--- config.mk ---
export PLATFORM = sky130hd
export DESIGN_NAME = noc_vc_output_scheduler
export DESIGN_NICKNAME = d
export VERILOG_FILES = /design/src/rtl/noc_vc_output_scheduler_pkg.sv /design/src/rtl/noc_rr_arbiter.sv /design/src/rtl/noc_vc_output_scheduler.sv
export SDC_FILE = /design/constraint.sdc
export NUM_CORES = 1
export LEC_CHECK = 0
export BUFFER_PORTS_ARGS = -buffer_cell sky130_fd_sc_hd__buf_2
export CORE_MARGIN = 10
export CORE_UTILIZATION = 45
export DETAILED_ROUTE_END_ITERATION = 7
export PLACE_DENSITY = 0.81
export SLEW_MARGIN = 10
export SYNTH_ARGS = -nofsm -noshare
export SYNTH_HDL_FRONTEND = slang
export SYNTH_SLANG_ARGS = --single-unit
--- constraint.sdc ---
create_clock -name clk -period 4.55 [get_ports clk]
set_input_delay 0.455 -clock clk [delete_from_list [all_inputs] [get_ports clk]]
set_output_delay 0.455 -clock clk [all_outputs]
set_load 0.01 [all_outputs]
--- src/rtl/noc_vc_output_scheduler_pkg.sv ---
// Shared NoC parameters and types for the VC output scheduler slice.
// Latency: n/a (types and constants only).
// Backpressure: n/a.
package noc_vc_output_scheduler_pkg;

    localparam int Noc_VC_Channel   = 4;
    localparam int Noc_Data_Width   = 32;
    localparam int Noc_VC_Idx_Width = $clog2(Noc_VC_Channel);

    // SCHED_LOCKED keeps the link on one VC from a header flit until its tail flit.
    typedef enum logic {
        SCHED_ARB    = 1'b0,
        SCHED_LOCKED = 1'b1
    } sched_state_t;

    // Framing bits that travel with every flit.
    typedef struct packed {
        logic hdr;
        logic tail;
    } meta_t;

    // Round-robin successor of a VC index. The result wraps from n-1 back to 0.
    function automatic int unsigned rr_next(input int unsigned idx, input int unsigned n);
        return (idx + 1 >= n) ? 0 : idx + 1;
    endfunction

endpackage

--- src/rtl/noc_rr_arbiter.sv ---
// Round-robin pick: the first request at or after ptr, wrapping Channel-1 -> 0.
// Latency: purely combinational. The pointer is stored by the parent.
// Backpressure: none. The caller gates req with its own readiness terms.
// Ports: req (per-VC request), ptr (search start), grant (one-hot),
//        grant_idx (index of grant), grant_vld (any grant).
module noc_rr_arbiter
    import noc_vc_output_scheduler_pkg::*;
#(
    parameter int Channel   = Noc_VC_Channel,
    parameter int Idx_Width = Noc_VC_Idx_Width
) (
    input  logic [Channel-1:0]   req,
    input  logic [Idx_Width-1:0] ptr,
    output logic [Channel-1:0]   grant,
    output logic [Idx_Width-1:0] grant_idx,
    output logic                 grant_vld
);

    // cand carries one extra bit so that ptr + i cannot overflow before the wrap.
    logic [Idx_Width:0] cand;

    always_comb begin
        grant     = '0;
        grant_idx = '0;
        grant_vld = 1'b0;
        cand      = '0;
        for (int i = 0; i < Channel; i++) begin
            cand = {1'b0, ptr} + (Idx_Width+1)'(i);
            if (cand >= (Idx_Width+1)'(Channel)) begin
                cand = cand - (Idx_Width+1)'(Channel);
            end
            if (!grant_vld && req[cand[Idx_Width-1:0]]) begin
                grant_vld = 1'b1;
                grant_idx = cand[Idx_Width-1:0];
            end
        end
        if (grant_vld) begin
            grant[grant_idx] = 1'b1;
        end
    end

endmodule

--- src/rtl/noc_vc_output_scheduler.sv ---
// Per-output-port VC scheduler. It picks one credited VC round-robin and registers its flit onto a shared link.
// Latency: 1 cycle from grant (in_ready) to the flit appearing on out_flit/out_valid.
// Backpressure: the output register holds while out_ready of its VC is low. in_ready is only raised when the register loads.
// Ports: in_valid/in_ready/in_flit/in_is_header/in_is_tail (per-VC queue heads),
//        out_valid (one-hot VC)/out_ready/out_flit/out_is_header/out_is_tail (shared link),
//        out_vc_ready (per-VC downstream credit), protocol_err (sticky framing error).
module noc_vc_output_scheduler
    import noc_vc_output_scheduler_pkg::*;
#(
    parameter int Channel     = Noc_VC_Channel,
    parameter int Data_width  = Noc_Data_Width,
    parameter bit Lock_Packet = 1'b0
) (
    input  logic                                clk,
    input  logic                                rst_n,
    input  logic [Channel-1:0]                  in_valid,
    output logic [Channel-1:0]                  in_ready,
    input  logic [Channel-1:0][Data_width-1:0]  in_flit,
    input  logic [Channel-1:0]                  in_is_header,
    input  logic [Channel-1:0]                  in_is_tail,
    output logic [Channel-1:0]                  out_valid,
    input  logic [Channel-1:0]                  out_ready,
    output logic [Data_width-1:0]               out_flit,
    input  logic [Channel-1:0]                  out_vc_ready,
    output logic                                out_is_header,
    output logic                                out_is_tail,
    output logic                                protocol_err
);

    localparam int IdxW = (Channel > 1) ? $clog2(Channel) : 1;

    // Output register
    logic                  out_vld_q;
    logic [IdxW-1:0]       out_vc_q;
    logic [Data_width-1:0] out_flit_q;
    meta_t                 out_meta_q;

    // Scheduling state
    sched_state_t          state_q, state_d;
    logic [IdxW-1:0]       lock_vc_q, lock_vc_d;
    logic [IdxW-1:0]       ptr_q;
    logic [Channel-1:0]    pkt_active_q;
    logic                  protocol_err_q;

    // Datapath
    logic                  fire;
    logic                  load_en;
    logic                  take;
    logic [Channel-1:0]    elig;
    logic [Channel-1:0]    grant;
    logic [IdxW-1:0]       grant_idx;
    logic                  grant_vld;
    logic [Data_width-1:0] grant_flit;
    meta_t                 grant_meta;

    assign fire    = out_vld_q & out_ready[out_vc_q];
    assign load_en = ~out_vld_q | fire;
    assign take    = load_en & grant_vld;

    // While locked, only the owning VC may compete. Credit is checked at grant time only.
    always_comb begin
        elig = '0;
        for (int v = 0; v < Channel; v++) begin
            elig[v] = in_valid[v] & out_vc_ready[v] &
                      ((state_q == SCHED_ARB) | (lock_vc_q == IdxW'(v)));
        end
    end

    noc_rr_arbiter #(
        .Channel   (Channel),
        .Idx_Width (IdxW)
    ) u_rr_arbiter (
        .req       (elig),
        .ptr       (ptr_q),
        .grant     (grant),
        .grant_idx (grant_idx),
        .grant_vld (grant_vld)
    );

    assign in_ready        = load_en ? grant : '0;
    assign grant_flit      = in_flit[grant_idx];
    assign grant_meta.hdr  = in_is_header[grant_idx];
    assign grant_meta.tail = in_is_tail[grant_idx];

    // Lock FSM. A flit with both header and tail set is a whole packet, so it never locks.
    always_comb begin
        state_d   = state_q;
        lock_vc_d = lock_vc_q;
        if (Lock_Packet && take) begin
            case (state_q)
                SCHED_ARB: begin
                    if (grant_meta.hdr && !grant_meta.tail) begin
                        state_d   = SCHED_LOCKED;
                        lock_vc_d = grant_idx;
                    end
                end
                SCHED_LOCKED: begin
                    if (grant_idx == lock_vc_q && grant_meta.tail) begin
                        state_d = SCHED_ARB;
                    end
                end
                default: state_d = SCHED_ARB;
            endcase
        end
    end

    always_ff @(posedge clk or negedge rst_n) begin
        if (!rst_n) begin
            state_q   <= SCHED_ARB;
            lock_vc_q <= '0;
        end else begin
            state_q   <= state_d;
            lock_vc_q <= lock_vc_d;
        end
    end

    // Output register. When it loads without a grant it empties, so a fired flit is not replayed.
    always_ff @(posedge clk or negedge rst_n) begin
        if (!rst_n) begin
            out_vld_q  <= 1'b0;
            out_vc_q   <= '0;
            out_flit_q <= '0;
            out_meta_q <= '0;
        end else if (load_en) begin
            out_vld_q <= grant_vld;
            if (grant_vld) begin
                out_vc_q   <= grant_idx;
                out_flit_q <= grant_flit;
                out_meta_q <= grant_meta;
            end
        end
    end

    // The pointer moves past the granted VC. Idle cycles leave it unchanged.
    always_ff @(posedge clk or negedge rst_n) begin
        if (!rst_n) begin
            ptr_q <= '0;
        end else if (take) begin
            ptr_q <= IdxW'(rr_next(int'(grant_idx), Channel));
        end
    end

    // Framing check. A header is legal only on an idle VC, and a non-header only mid-packet.
    // The two error cases reduce to hdr == pkt_active. The flit is forwarded either way.
    always_ff @(posedge clk or negedge rst_n) begin
        if (!rst_n) begin
            pkt_active_q   <= '0;
            protocol_err_q <= 1'b0;
        end else if (take) begin
            if (grant_meta.hdr == pkt_active_q[grant_idx]) begin
                protocol_err_q <= 1'b1;
            end
            if (grant_meta.tail) begin
                pkt_active_q[grant_idx] <= 1'b0;
            end else if (grant_meta.hdr) begin
                pkt_active_q[grant_idx] <= 1'b1;
            end
        end
    end

    always_comb begin
        out_valid = '0;
        if (out_vld_q) begin
            out_valid[out_vc_q] = 1'b1;
        end
    end

    assign out_flit      = out_flit_q;
    assign out_is_header = out_meta_q.hdr;
    assign out_is_tail   = out_meta_q.tail;
    assign protocol_err  = protocol_err_q;

endmodule
# == After elaboration in Yosys (flattened, before gate mapping) ==
# Cells that the tools add are included.
# op_classes
add_sub_neg,8
order_cmp,13
eq_ne,1
muxes,40
n_bitwise,11
reduce_logical,12
# ops
cell,count
binary-select mux 32 bit (select 2 bit),1
2-to-1 mux 32 bit,1
2-to-1 mux 4 bit,5
< comparator 2 x 3 -> 1 bit (second input constant),6
2-to-1 mux 2 bit,9
binary-select mux 1 bit (select 2 bit),8
2-to-1 mux 1 bit,14
greater-or-equal comparator 3 bit (second input constant),4
subtractor 2 x 1 -> 2 bit (second input constant),4
adder 2 x 1 -> 3 bit (second input constant),2
adder 2 x 2 -> 3 bit (second input constant),2
bitwise AND 1 bit,6
AND reduction 2 bit,3
logical AND 1 bit,5
bitwise AND 4 bit,1
demux 1 bit (select 2 bit),2
greater-or-equal comparator 2 x 1 -> 1 bit (second input constant),2
inverter 4 bit,1
bitwise OR 4 bit,1
greater-or-equal comparator 2 x 3 -> 1 bit (second input constant),1
logical NOT 1 bit,3
nonzero test 2 bit,1
== test 1 bit,1
inverter 1 bit,1
bitwise OR 1 bit,1
# word_totals
regBits,44
inputBits,150

# == Longest topological paths before layout ==
# Gate-level depths: netlist of run 1.
# logic_depth
depth_word,21
mapped_depth,10
ltp_nobuf,8

# == Cells and area by module ==
# From an unflattened synthesis of run 1, not the netlist that was laid out.
# unflattened
cells_unflattened,204
hier_area_um2,2937.8
# by_module_without_submodules
mod,n_inst,cells_each,area_per_inst_um2,seq_area_each_um2
noc_vc_output_scheduler,1,171,2726.4,1101.1
noc_rr_arbiter,1,33,211.5,0.0

# == Least setup slack after synthesis of run 1 ==
# Ideal clock, no wire load.
# synth_timing
path_kind,input-to-output
from,input port in_valid[1]
to,output port in_ready[0]
arrival_ps,1854
required_ps,4095
slack_ps,2241
cell_stages,8
n_path_buf,2
cell_sequence,and2_4 -> o221ai_1 -> a21oi_1 -> buf_4 -> buf_4 -> inv_1 -> ha_1 -> and3_1
# synth_between
elab_chain_len,19
elab_cells_between_ends,30
classes_between,order compare (2); mux (20); bitwise (1); reduce/logical (7)
# synth_lines
item,line,rtl
"start, declared",noc_vc_output_scheduler.sv:16,"input logic [Channel-1:0] in_valid,"
bitwise AND 1 bit (*),noc_vc_output_scheduler.sv:64,elig[v] = in_valid[v] & out_vc_ready[v] &
binary-select mux 1 bit (select 2 bit),noc_rr_arbiter.sv:32,if (!grant_vld && req[cand[Idx_Width-1:0]]) begin
2-to-1 mux 1 bit (not written as such),noc_rr_arbiter.sv:32,
2-to-1 mux 1 bit,noc_rr_arbiter.sv:32,
logical NOT 1 bit,noc_rr_arbiter.sv:32,
logical AND 1 bit,noc_rr_arbiter.sv:32,
2-to-1 mux 1 bit,noc_rr_arbiter.sv:32,
logical NOT 1 bit,noc_rr_arbiter.sv:32,
(+4 left out),--,
2-to-1 mux 2 bit (*),noc_rr_arbiter.sv:32,
via grant_idx[0],noc_vc_output_scheduler.sv:51,logic [IdxW-1:0] grant_idx;
< comparator 2 x 3 -> 1 bit (not written as such) / greater-or-equal comparator 2 x 1 -> 1 bit (equally long branches),noc_rr_arbiter.sv:38,grant[grant_idx] = 1'b1;
logical AND 1 bit (not written as such),noc_rr_arbiter.sv:38,
2-to-1 mux 1 bit (not written as such),noc_rr_arbiter.sv:38,
demux 1 bit (select 2 bit) (*),--,
2-to-1 mux 4 bit (*),noc_rr_arbiter.sv:37,if (grant_vld) begin
2-to-1 mux 4 bit (*),noc_vc_output_scheduler.sv:80,assign in_ready = load_en ? grant : '0;
"end, declared",noc_vc_output_scheduler.sv:17,"output logic [Channel-1:0] in_ready,"
# The timed path passes the listed nets; every way through them passes the cells marked *. The select of a mux whose other input is x is not followed.

# == Worst setup path after layout of run 1 ==
# layout_timing
from,register ptr_q[1]
to,output port in_ready[0]
# layout_between
elab_chain_len,20
elab_cells_between_ends,44
classes_between,add/sub (7); order compare (6); mux (24); reduce/logical (7)
# layout_lines
item,line,rtl
"start, declared",noc_vc_output_scheduler.sv:41,logic [IdxW-1:0] ptr_q;
"start signal, assigned",noc_vc_output_scheduler.sv:139,"ptr_q <= IdxW'(rr_next(int'(grant_idx), Channel));"
branches (longest 18 deep; another with adder 2 x 1 -> 3 bit),--,
2-to-1 mux 4 bit (*),noc_rr_arbiter.sv:37,
2-to-1 mux 4 bit (*),noc_vc_output_scheduler.sv:80,
# Every way passes the cells marked *. The select of a mux whose other input is x is not followed.

==> out/summary.json, run 1 <==
{
  "critPathRequiredTime": {"value": 4.09, "unit": "ns"},
  "layout_worst_path_cycle_share": {"value": 63.90, "unit": "%"},
  "synth_simple_gate_area_share": {"value": 9.859, "unit": "%"},
  "status": {"value": "finished clean"},
  "floorplan.die.width": {"value": 104.3, "unit": "um"},
  "io_pins": {"value": 193},
  "floorplan.initialDensity": {"value": 46.56, "unit": "%"},
  "tritoncts": {"value": "done"},
  "clk_pin_slew": {"value": 0.08, "unit": "ns"},
  "post-route-min-period": {"value": 2.908, "unit": "ns"},
  "yosys-top-cells-count": {"value": "sky130_fd_sc_hd__mux2i_1, sky130_fd_sc_hd__nand2_1, sky130_fd_sc_hd__dfrtp_1"},
  "place.port_buffers": {"value": 192},
  "design.final.nets": {"value": 634},
  "library_cell_with_the_largest_summed_area_after_synthesis": {"value": "sky130_fd_sc_hd__dfrtp_1"},
  "ys_dominant_reg_cell": {"value": "sky130_fd_sc_hd__dfrtp_1"},
  "synthesis.nets": {"value": 452},
  "die_boundary_height": {"value": 104.3, "unit": "um"},
  "finalHoldViolCount": {"value": 0},
  "post-route-drc-count": {"value": 0},
  "cts_num_sinks": {"value": 44},
  "path_max_fanout": {"value": 34},
  "cts_buffer_depth": {"value": 2},
  "synth_area_leaders": {"value": "sky130_fd_sc_hd__dfrtp_1, sky130_fd_sc_hd__mux2i_1, sky130_fd_sc_hd__mux2_2"},
  "yosys_warnings": {"value": 0},
  "synth_edf_count": {"value": 0},
  "post_synth_xor_area_fraction": {"value": 1.095, "unit": "%"},
  "area_fraction_in_compound_gates_after_synthesis": {"value": 12.01, "unit": "%"},
  "drt_pass1_iterations": {"value": 6},
  "placed_cell_area": {"value": 4086, "unit": "sq um"},
  "slew_headroom": {"value": 33.17, "unit": "%"},
  "synthesis.area": {"value": 3198, "unit": "sq um"},
  "final.setup_skew": {"value": 0.004076, "unit": "ns"},
  "routed_via_density": {"value": 5.031},
  "synth_top_family_by_area": {"value": "multiplexers"},
  "unrepaired_setup_endpoints_after_global_routing": {"value": "false"},
  "h-tree-depth": {"value": 2},
  "synth.most_common_cell": {"value": "sky130_fd_sc_hd__mux2i_1"},
  "hold_ws": {"value": 0.3252, "unit": "ns"},
  "leakage": {"value": 2.154, "unit": "nW"},
  "path_cells": {"value": "and3_4 > o311ai_4 > and2_4 > inv_1 > ha_1 > and3_1 > buf_2"},
  "grt_pass1_vias": {"value": 3190},
  "layout.area.seq": {"value": 1101, "unit": "sq um"},
  "drt-initial-drc-count": {"value": 69},
  "coreArea": {"value": 6869, "unit": "sq um"},
  "postSynthRegisterBits": {"value": 44},
  "postRouteWirelength": {"value": 9671, "unit": "um"},
  "setup_viol": {"value": 0},
  "rr_endpoint": {"value": "out_flit[29]"},
  "r2r_start": {"value": "ptr_q[1]"},
  "max_freq": {"value": 0.3439, "unit": "GHz"},
  "route.vias.total": {"value": 2903},
  "grt.overflow.total": {"value": 0},
  "worst-setup-path-type": {"value": "reg2out"},
  "power.ir.vdd_worst": {"value": 0.1893, "unit": "mV"},
  "postLayoutCellArea": {"value": 4179, "unit": "sq um"},
  "slew_viol_final": {"value": 0},
  "floorplan.rows": {"value": 30},
  "postSynthCellCount": {"value": 298},
  "post-route-worst-setup-slack": {"value": 1.642, "unit": "ns"},
  "post_cts_hold_buffer_count": {"value": 0},
  "clockRootBuffer": {"value": "sky130_fd_sc_hd__clkbuf_8"},
  "numCtsBuffers": {"value": 5},
  "post-cts-setup-buffer-count": {"value": 0},
  "place_hpwl": {"value": 7956, "unit": "um"},
  "diodes": {"value": 0},
  "finish.cell_count_without_fillers": {"value": 577},
  "synth_seq_area_share": {"value": 34.43, "unit": "%"},
  "first_pass_grt_wire_length": {"value": 15770, "unit": "um"},
  "r2r.worst_path.cells": {"value": 7},
  "power.density": {"value": 501.3, "unit": "nW/um^2"},
  "worst_ep_arrival_time": {"value": 2.45, "unit": "ns"},
  "initial_antenna_violation_count": {"value": 0},
  "setup.reg_to_reg.worst_slack": {"value": 1.83, "unit": "ns"},
  "dp_cells": {"value": 569},
  "synth_top_area_share": {"value": 34.43, "unit": "%"},
  "route.detailed.wl_per_inst": {"value": 16.76, "unit": "um"},
  "synth_cell_types": {"value": 42},
  "grtUsageTotal": {"value": 17.28, "unit": "%"},
  "timing.critical_path.from_type": {"value": "flop"},
  "area_growth": {"value": 30.67, "unit": "%"},
  "post_cts_resized": {"value": 0},
  "post-place-ws": {"value": 1.617, "unit": "ns"},
  "post_synth_fa_ha_maj_area_fraction": {"value": 1.565, "unit": "%"},
  "critical_path.max_stage_delay": {"value": 0.54, "unit": "ns"},
  "synth-async-reset-ratio": {"value": 100.0, "unit": "%"},
  "total_area_of_multi_input_combinational_cells": {"value": 1867, "unit": "sq um"},
  "setup.worst_path.end_class": {"value": "output port"},
  "post_synthesis_area_per_instance": {"value": 10.73, "unit": "sq um"},
  "actual_slew_at_the_worst_max_slew_pin": {"value": 1.002, "unit": "ns"},
  "timing.hold.worst.class": {"value": "in2async"},
  "critPathSlowestCell": {"value": "sky130_fd_sc_hd__and2_4"},
  "ant_nets": {"value": 0},
  "fill_cells": {"value": 631},
  "drv_cap": {"value": 0},
  "clk_latency": {"value": 0.29, "unit": "ns"},
  "overall_die_area": {"value": 10880, "unit": "sq um"},
  "final.setup.tns": {"value": 0, "unit": "ns"},
  "final_layout_size_suffix_gt1_share": {"value": 54.26, "unit": "%"},
  "yosys-mux-area-fraction": {"value": 33.41, "unit": "%"},
  "grt_max_degree": {"value": 47},
  "weighted_congestion_reported_at_the_end_of_routability_driven_placement": {"value": 0.8505}
}
-- sequential cells by signal, summed over array words and instances (netlist names), named ones only --
signal	count
out_vc_q	2
out_vld_q	1
out_flit	32
out_is_tail	1
protocol_err	1
out_is_header	1
ptr_q	2
-- kinds of logic (layout without fill, tap and decap cells) --
logic type,count (synthesis),count (layout)
muxes,101,101
and+or+nand+nor,67,67
AOI/OAI and AO/OA,54,54
DFF,44,44
buffers and inverters,24,207
adders and majority gates,4,4
xor gates and xnor gates,4,4
-- routing by layer --
metal	routed length (um)	global-route usage, %	part of all wire, %	vias to the layer above
li1	-	-	-	1437
met5	0	0	0	-
met4	111	4.175	1.1	0
met3	608	5.328	6.3	8
met1	3919	18.71	41	1348
met2	5031	31.69	52	110
-- stage by stage --
step / power, W / utilization, %
floorplan: 0.001549 / -
global placement: 0.001823 / 59.49
detailed placement: 0.001870 / 59.49
CTS: 0.002130 / 60.84
global route: 0.002282 / 60.84
finish: 0.002095 / 60.84
-- how the worst max path moves through the flow --
stage	startpoint	endpoint	slack [ns]	cells past startpoint
2_1_floorplan	in_valid[1]	in_ready[0]	2.24	8
6_report	ptr_q[1]	in_ready[0]	1.64	7
3_3_place_gp	in_valid[1]	out_flit[5]	1.74	8
4_1_cts	ptr_q[1]	in_ready[0]	1.63	7
3_5_place_dp	in_valid[1]	out_flit[4]	1.62	8
5_1_grt	ptr_q[1]	in_ready[0]	1.50	7
-- area by class of cell --
class,count,area share (%)
Sequential cell,44,26.35
Inverter,4,0.3593
Clock inverter,2,0.2395
Multi-Input combinational cell,230,44.67
Timing Repair Buffer,195,23.53
Clock buffer,6,1.976
Tap cell,96,2.874
-- worst max-delay path, delay by kind of cell, from the launching register on --
kind                     cells  cell delay [ns]
buffers and inverters        2             0.37
AO/OA/AOI/OAI                1             0.26
AND/OR/NAND/NOR              3             0.89
adder cells (fa/ha/maj)      1             0.23
flip-flops                   1             0.42
-- cells in the final DEF, fill, tap and decap left out, drive strengths merged --
cell type / instances
ha: 4
xor2: 2
buf: 195
mux2i: 67
and3: 6
nand3: 3
nand3b: 1
nor2: 3
a31o: 1
xnor2: 2
inv: 4
and3b: 1
mux4: 1
nor3b: 1
nand2b: 1
nand2: 46
o311ai: 1
a21oi: 5
o21ai: 34
a211o: 1
o211ai: 4
o21a: 1
clkbuf: 6
o221ai: 1
a21boi: 1
clkinv: 2
mux2: 33
a32oi: 1
dfrtp: 44
a31oi: 4
and2: 4
nand4: 1
-- report_power, final --
| group | internal, W | total (W) | switching (W) |
|---|---|---|---|
| logic | 0.000533 | 0.00115 | 0.000622 |
| clock network | 0.000121 | 0.000252 | 0.000130 |
| registers | 0.000578 | 0.000689 | 0.000111 |
Note: power is estimated with default switching activity, not from simulation.
==> run 2, diff against run 1 <==
Settings changed: CORE_UTILIZATION 45 to 44, PLACE_DENSITY 0.81 to 0.79.
Clock period 4.55 ns to 3 ns, I/O delays scaled along.
==> run 2 against run 1 <==
Against the previous run:
- setup slack worse by 1.2 ns
- largest power group unchanged
- register-to-register slack worse by 1.1 ns
- highest routed layer unchanged
- critical endpoint is now in_ready[1]
- critical path depth unchanged
==> out/summary.json, run 2 (same netlist as run 1, synthesis figures left out) <==
{
  "h-tree-depth": {"value": 2, "change": "unchanged"},
  "first_pass_grt_wire_length": {"value": 14660, "unit": "um", "change": "-7.0%"},
  "place.port_buffers": {"value": 192, "change": "unchanged"},
  "final.setup.tns": {"value": 0, "unit": "ns", "change": "unchanged"},
  "place_hpwl": {"value": 7592, "unit": "um", "change": "-4.6%"},
  "power.ir.vdd_worst": {"value": 0.3736, "unit": "mV", "change": "+97%"},
  "setup_viol": {"value": 0, "change": "unchanged"},
  "drv_cap": {"value": 0, "change": "unchanged"},
  "timing.critical_path.from_type": {"value": "flop"},
  "r2r_start": {"value": "ptr_q[1]"},
  "postLayoutCellArea": {"value": 4227, "unit": "sq um", "change": "+1.1%"},
  "grtUsageTotal": {"value": 15.69, "unit": "%", "change": "-1.6 points"},
  "finalHoldViolCount": {"value": 0, "change": "unchanged"},
  "drt-initial-drc-count": {"value": 82, "change": "+19%"},
  "power.density": {"value": 761.9, "unit": "nW/um^2", "change": "+52%"},
  "post_cts_hold_buffer_count": {"value": 0, "change": "unchanged"},
  "placed_cell_area": {"value": 4130, "unit": "sq um", "change": "+1.1%"},
  "flip_flop_count_of_the_largest_register_after_layout": {"value": 32, "change": "unchanged"},
  "max_freq": {"value": 0.3956, "unit": "GHz"},
  "post_cts_resized": {"value": 0, "change": "unchanged"},
  "critical_path.max_stage_delay": {"value": 0.42, "unit": "ns", "change": "-0.12 ns"},
  "routed_via_density": {"value": 4.910, "change": "-2.4%"},
  "post-cts-setup-buffer-count": {"value": 0, "change": "unchanged"},
  "setup.worst_path.end_class": {"value": "output port"},
  "cts_buffer_depth": {"value": 2, "change": "unchanged"},
  "post-route-drc-count": {"value": 0, "change": "unchanged"},
  "floorplan.die.width": {"value": 105.3, "unit": "um", "change": "+0.92%"},
  "postRouteWirelength": {"value": 9128, "unit": "um", "change": "-5.6%"},
  "crit_family": {"value": "simple AND/OR/NAND/NOR gates"},
  "die_boundary_height": {"value": 105.3, "unit": "um", "change": "+0.92%"},
  "path_cells": {"value": "and3_4 > o311ai_4 > and2_4 > inv_1 > ha_1 > and3_1 > buf_2"},
  "grt_max_degree": {"value": 45, "change": "-4.3%"},
  "cts_num_sinks": {"value": 44, "change": "unchanged"},
  "io_pins": {"value": 193, "change": "unchanged"},
  "clockRootBuffer": {"value": "sky130_fd_sc_hd__clkbuf_8"},
  "route.detailed.wl_per_inst": {"value": 15.71, "unit": "um", "change": "-6.3%"},
  "worst_setup_ep": {"value": "in_ready[1]"},
  "layout.cells.most_common_list": {"value": "sky130_fd_sc_hd__buf_2, sky130_fd_sc_hd__mux2i_1, sky130_fd_sc_hd__nand2_1"},
  "final_layout_size_suffix_gt1_share": {"value": 54.36, "unit": "%", "change": "+0.095 points"},
  "grt_pass1_vias": {"value": 3143, "change": "-1.5%"},
  "critPathRequiredTime": {"value": 2.70, "unit": "ns", "change": "-1.39 ns"},
  "critPathSlowestCell": {"value": "sky130_fd_sc_hd__dfrtp_1"},
  "worst-setup-path-type": {"value": "reg2out"},
  "tritoncts": {"value": "done"},
  "area_growth": {"value": 32.16, "unit": "%"},
  "slew_viol_final": {"value": 0, "change": "unchanged"},
  "post-route-min-period": {"value": 2.528, "unit": "ns"},
  "drt_pass1_iterations": {"value": 4, "change": "-2"},
  "diodes": {"value": 0, "change": "unchanged"},
  "overall_die_area": {"value": 11080, "unit": "sq um", "change": "+1.8%"},
  "mostFrequentLayoutCell": {"value": "sky130_fd_sc_hd__buf_2"},
  "unrepaired_setup_endpoints_after_global_routing": {"value": "false"},
  "slew_headroom": {"value": 33.94, "unit": "%", "change": "+0.77 points"},
  "coreArea": {"value": 7176, "unit": "sq um", "change": "+4.5%"},
  "grt.overflow.total": {"value": 0, "change": "unchanged"},
  "design.final.nets": {"value": 636, "change": "+0.32%"},
  "layout_worst_path_cycle_share": {"value": 84.27, "unit": "%"},
  "leakage": {"value": 2.173, "unit": "nW", "change": "+0.85%"},
  "floorplan.rows": {"value": 31, "change": "+3.3%"},
  "rr_endpoint": {"value": "out_flit[16]"},
  "weighted_congestion_reported_at_the_end_of_routability_driven_placement": {"value": 0.8938, "change": "+5.1%"},
  "setup.reg_to_reg.worst_slack": {"value": 0.74, "unit": "ns", "change": "-1.09 ns"},
  "numCtsBuffers": {"value": 5, "change": "unchanged"},
  "worstSetupStartpoint": {"value": "ptr_q[1]"},
  "ant_nets": {"value": 0, "change": "unchanged"},
  "critical_path_cell_count": {"value": 7, "change": "unchanged"},
  "path_max_fanout": {"value": 20, "change": "-41%"},
  "r2r.worst_path.cells": {"value": 7, "change": "unchanged"},
  "initial_antenna_violation_count": {"value": 0, "change": "unchanged"},
  "cp.buffers_inverters": {"value": 2, "change": "unchanged"},
  "clk_pin_slew": {"value": 0.08, "unit": "ns", "change": "about the same"},
  "actual_slew_at_the_worst_max_slew_pin": {"value": 0.9908, "unit": "ns", "change": "-0.01154 ns"},
  "floorplan.initialDensity": {"value": 44.57, "unit": "%", "change": "-2.0 points"},
  "timing.hold.worst.class": {"value": "in2async"},
  "total_power": {"value": 0.003220, "unit": "W", "change": "+54%"},
  "status": {"value": "finished clean"},
  "route.vias.total": {"value": 2853, "change": "-1.7%"},
  "final.setup_skew": {"value": 0.007397, "unit": "ns", "change": "+0.003321 ns"},
  "clk_latency": {"value": 0.29, "unit": "ns", "change": "about the same"},
  "worst_ep_arrival_time": {"value": 2.23, "unit": "ns", "change": "-0.22 ns"}
}
run 2: cell count changes in the layout (fill, tap and decap cells not counted):
| cell | previous run | this run |
|---|---|---|
| sky130_fd_sc_hd__buf_12 | 0 | 2 |
| sky130_fd_sc_hd__clkbuf_8 | 6 | 7 |
| sky130_fd_sc_hd__clkinv_2 | 2 | 0 |
run 2: stage by stage:
step	cells	util [%]	hold WS (ns)	setup WS, ns
after floorplan	298	-	0.004409	0.9619
after global placement	574	57.56	0.4545	0.7687
after detailed placement	574	57.56	0.4567	0.6781
after CTS	581	58.90	0.2010	0.4489
after global routing	581	58.90	0.2420	0.3710
final	581	58.90	0.1581	0.4719
run 2: cell type report:
| class | instances | area, sq um |
|---|---|---|
| fill | 625 | 2949 |
| multi-input combinational | 230 | 1867 |
| sequential | 44 | 1101 |
| timing repair buffer | 197 | 1023 |
| tap | 99 | 123.9 |
| clock buffer | 7 | 96.34 |
| inverter | 4 | 15.01 |
run 2: how the worst min path moves through the flow:
| stage | slack [ns] | start | cells past startpoint | endpoint |
|---|---|---|---|---|
| 2_1_floorplan | 0.004 | rst_n | 0 | async pin |
| 3_3_place_gp | 0.45 | out_flit[5] | 2 | out_flit[5] |
| 3_5_place_dp | 0.46 | out_is_header | 2 | out_is_header |
| 4_1_cts | 0.20 | rst_n | 1 | out_flit[12] |
| 5_1_grt | 0.24 | rst_n | 1 | out_flit[12] |
| 6_report | 0.16 | rst_n | 1 | out_flit[12] |
run 2: metal layers:
metal  up-vias  GRT usage [%]  part of all wire (%)
met3         6          6.577                    10
met2       127          28.49                    51
met5         -              0                     0
met4         0          4.314                   1.1
met1      1276          16.16                    37
li1       1444              -                     -
run 2: power by group:
| part | internal (W) | total, W | switching [W] |
|---|---|---|---|
| registers | 0.000877 | 0.00104 | 0.000164 |
| clock network | 0.000205 | 0.000397 | 0.000192 |
| logic | 0.000837 | 0.00178 | 0.000945 |
